[src/rtl/gate_chk_timer.sv]
//==============================================================================
// Module : gate_chk_timer
// Brief  : Loadable settle down-counter plus clearable idle counter, each with
//          a terminal-count flag.
// Rev    : 1.0 - initial release
//==============================================================================
`default_nettype none

module gate_chk_timer #(
  parameter int unsigned SETTLE_CYC  = 2,
  parameter int unsigned TIMEOUT_CYC = 64
) (
  input  logic clk,
  input  logic reset,
  input  logic i_settle_load,
  input  logic i_settle_dec,
  input  logic i_idle_clr,
  output logic o_settle_tc,
  output logic o_idle_tc
);

  localparam logic [3:0] c_SETTLE_LOAD = 4'(SETTLE_CYC);
  localparam logic [7:0] c_IDLE_LAST   = 8'(TIMEOUT_CYC - 1);

  logic [3:0] r_settle_cnt;
  logic [7:0] r_idle_cnt;

  always_ff @(posedge clk) begin
    if (reset) begin
      r_settle_cnt <= 4'd0;
      r_idle_cnt   <= 8'd0;
    end else begin
      if (i_settle_load) begin
        r_settle_cnt <= c_SETTLE_LOAD;
      end else if (i_settle_dec && (r_settle_cnt != 4'd0)) begin
        r_settle_cnt <= r_settle_cnt - 4'd1;
      end
      if (i_idle_clr) begin
        r_idle_cnt <= 8'd0;
      end else begin
        r_idle_cnt <= r_idle_cnt + 8'd1;
      end
    end
  end

  // The sample is taken on the cycle the count reads 1, i.e. SETTLE_CYC edges after load.
  assign o_settle_tc = (r_settle_cnt == 4'd1);
  assign o_idle_tc   = (r_idle_cnt == c_IDLE_LAST);

endmodule

`default_nettype wire

[config.mk]
export PLATFORM = sky130hd
export DESIGN_NAME = gate_chk_timer
export DESIGN_NICKNAME = d
export VERILOG_FILES = /design/src/rtl/gate_chk_timer.sv
export SDC_FILE = /design/constraint.sdc
export NUM_CORES = 1
export LEC_CHECK = 0
export ABC_CLOCK_PERIOD_IN_PS = 1700
export CORE_AREA = 5 5 42 44
export DETAILED_ROUTE_END_ITERATION = 10
export DIE_AREA = 0 0 47 49
export SLEW_MARGIN = 20
export SYNTH_ARGS = -nofsm -noshare
export SYNTH_HDL_FRONTEND = slang
export SYNTH_SLANG_ARGS = --single-unit
[constraint.sdc]
create_clock -name clk -period 1.7 [get_ports clk]
set_input_delay 0.255 -clock clk [delete_from_list [all_inputs] [get_ports clk]]
set_output_delay 0.255 -clock clk [all_outputs]
set_load 0.005 [all_outputs]
==> summary.md <==
| Metric | Value |
|---|---|
| Synth unique cells | `25` |
| Io pins | `7` |
| Final Hold Vio Count | `0` |
| Global route overflow | `0` |
| Rows | `14` |
| Setup Buffers After CTS | `0` |
| Area after DPL | `649 µm²` |
| Drt wl/cell | `11.3 µm` |
| Core area | `1400 µm²` |
| Iter 0 DRT Violations | `5` |
| CTS Buf Count | `3` |
| Initial antenna violation count | `0` |
| Cells after DPL | `85` |
| Synth Flop Type | `dfxtp_1` |
| Cell taking the most area after synthesis | `dfxtp_1` |
| ANT cells | `0` |
| Post-Syn Nets | `69` |
| Routability Congestion | `0.739` |
| Die height | `49 µm` |
| CTS H-Tree Depth | `1` |
| CTS Buffer Depth | `2` |
| CTS tree | `done` |
| Type of origin of the critical path | `register` |
| Filler-free cell count of the finished design | `89` |
| FF-to-FF End | `r_settle_cnt[1]$_SDFFE_PP0P_` |
| First-pass GRT wire length | `1810 µm` |
| Unrepaired setup endpoints after global routing | `no` |
| Max IR drop VDD | `0.000374 V` |
| Synth Instances | `61` |
| Slew Limit Fails | `0` |
| WHS Endpoint | `r_idle_cnt[0]$_SDFF_PP0_` |
| Final Instance Area | `689 µm²` |
| Pwr/cell area | `827 nW/µm²` |
| CP max stage cell | `dfxtp_2` |
| Share of cells above drive strength 1 | `0.205` |
| Critical Path RT | `1.44 ns` |
| Worst Path Arrival | `1.27 ns` |
| Status | `completed` |
| Flop2flop setup slack | `0.24 ns` |
| Final setup vio count | `0` |
| Vias in the first global route | `404` |
| Worst path bufs/invs | `1` |
| Most frequent cells after synthesis | `dfxtp_1 (12), nand3_1 (5), nor2_1 (5)` |
| Cell Chain, Critical Path | `ha_2, nand2_1, nor4_2, clkbuf_2` |
| Initial Util | `0.393` |
| Post-detailed-route DRC marker count | `0` |
| Worst-Skew Late Latency | `0.27 ns` |
| Largest cells by area after synthesis | `dfxtp_1 (44%), ha_1 (6.8%), nand3_1 (4.5%)` |
| Buffers added on ports | `6` |
| F_max | `0.654 GHz` |
| Avg Cell Area, Syn | `9.03 µm²` |
| Drt pass-1 iters | `4` |
| Root buffer cell | `clkbuf_4` |
| Worst reg2reg startpoint | `r_settle_cnt[0]$_SDFFE_PP0P_` |
| Final nets | `82` |
| Tcrit/Tclk final | `0.899` |
| Overall Global Routing Usage | `0.103` |
| Area share of the largest cell type after synthesis | `0.436` |
| Reg area | `241 µm²` |
| CP max stage delay | `0.34 ns` |
| Core Util, Final | `0.492` |
| Via/cell ratio | `5.31` |
| Largest net degree at the start of global routing | `9` |
| Clock period minus worst slack | `1.53 ns` |
| Crit end category | `primary output` |
| Slew @ Worst Pin | `0.415 ns` |
| HPWL after detailed placement | `772 µm` |
| Crit path max-delay family | `flip-flops` |
| Final Skew | `0.00624 ns` |
| Critical path type | `reg -> out` |
| Clock slew at reported path FFs | `0.08 ns` |
| Hold path depth | `1` |
| Hold Crit Class | `reg -> reg` |
| Setup_tns | `0 ns` |
| CTS sink count | `12` |
| Max-cap viol count | `0` |
| Post-synth EDFFs | `0` |
| Most frequent cell after synthesis | `dfxtp_1` |
| Mapped Area | `551 µm²` |
| Yosys warning total | `0` |
| Die extent in x | `47 µm` |
| Design Power | `0.000570 W` |
| Min-delay src | `r_idle_cnt[0]$_SDFF_PP0_` |
| Max transition margin | `0.719` |
| Reg2reg path depth | `5` |
| Synthesis-to-finish area growth | `25.2%` |
| Routed Antenna Nets | `0` |
| Fraction of registers with async set/reset | `0` |
| Fill cell count | `144` |
| Seq/Total Area, Yosys | `0.436` |
| Die Area | `2300 µm²` |
| Footprint of the multi-input gates | `300 µm²` |
| Drt total wl | `1010 µm` |
| Via count | `473` |
| Standby leakage power | `0.253 nW` |
| Crit path max fanout | `3` |
| Yosys reg bits | `12` |
-- state kept, by name (all words and copies together), names as in the netlist --
signal        cells
r_settle_cnt      4
r_idle_cnt        8
-- layout make-up --
type | instances | share of cell area
multi-input combinational | 44 | 0.436
sequential | 12 | 0.350
inverter | 4 | 0.0218
tap | 16 | 0.0290
timing repair buffer | 9 | 0.111
clock buffer | 4 | 0.0526
-- worst reg2reg max path, delay by kind of cell, from the launching register on --
family,cells,cell delay (ns)
AND/OR/NAND/NOR,2,0.50
AO/OA/AOI/OAI,1,0.25
adder cells (fa/ha/maj),1,0.18
flip-flops,1,0.33
buffers and inverters,1,0.09
-- through the flow --
stage	setup WS (ns)	hold slack [ns]
floorplan	0.349	0.320
global placement	0.0696	0.429
detailed placement	0.0256	0.437
CTS	0.0237	0.455
global route	0.0527	0.445
finish	0.171	0.421
-- per-layer routing --
| layer | GRT usage | vias to the layer above | share of wire |
|---|---|---|---|
| li1 | - | 246 | - |
| met5 | 0 | - | 0 |
| met1 | 0.171 | 218 | 0.54 |
| met2 | 0.129 | 9 | 0.42 |
| met4 | 0.0276 | 0 | 0 |
| met3 | 0.0221 | 0 | 0.039 |
-- kinds of logic (layout without fill, tap and decap cells) --
| kind of cell | count (synthesis) | in the layout | share of synthesized area |
|---|---|---|---|
| AO/OA/AOI/OAI | 11 | 11 | 0.130 |
| AND/OR/NAND/NOR | 27 | 27 | 0.284 |
| buffers and inverters | 5 | 17 | 0.0341 |
| adder cells (fa/ha/maj) | 3 | 3 | 0.0682 |
| XOR/XNOR | 3 | 3 | 0.0477 |
| flip-flops | 12 | 12 | 0.436 |
-- cell usage in the layout (no fill, tap or decap), drive strengths merged --
| cell | instances |
|---|---|
| xor2 | 2 |
| or2 | 1 |
| nand2 | 3 |
| a21oi | 4 |
| buf | 3 |
| o41ai | 1 |
| nor2 | 5 |
| clkdlybuf4s50 | 4 |
| nand3 | 5 |
| clkbuf | 5 |
| dlygate4sd2 | 1 |
| dfxtp | 12 |
| and4b | 2 |
| a211oi | 2 |
| or3b | 1 |
| nor4 | 1 |
| inv | 4 |
| or3 | 3 |
| ha | 3 |
| nand4 | 1 |
| xnor2 | 1 |
| nor4b | 1 |
| a21o | 1 |
| nor3b | 1 |
| nor3 | 3 |
| o21ai | 3 |
-- report_power, final --
group          internal (W)  leakage [nW]  switching (W)
Sequential         0.000288        0.0977     0.00000525
Combinational     0.0000285         0.135      0.0000270
Clock              0.000130        0.0210      0.0000916
-- worst max path at each step --
stage,from,to,slack (ns),cells past startpoint
final,r_idle_cnt[0]$_SDFF_PP0_,o_idle_tc,0.17,4
after detailed placement,r_idle_cnt[0]$_SDFF_PP0_,o_idle_tc,0.03,4
after CTS,r_idle_cnt[0]$_SDFF_PP0_,o_idle_tc,0.02,4
after global routing,r_idle_cnt[1]$_SDFF_PP0_,o_idle_tc,0.05,4
after floorplan,r_settle_cnt[0]$_SDFFE_PP0P_,r_settle_cnt[0]$_SDFFE_PP0P_,0.35,5
after global placement,r_idle_cnt[0]$_SDFF_PP0_,o_idle_tc,0.07,4
-- timing repair --
action | 4_1_cts | 5_1_grt
endpoints found under the setup margin | 2 | 1
hold buffers | 0 | 0
pin swaps | 0 | 0
resized for setup | 2 | 5
(Power assumes the default switching activity.)
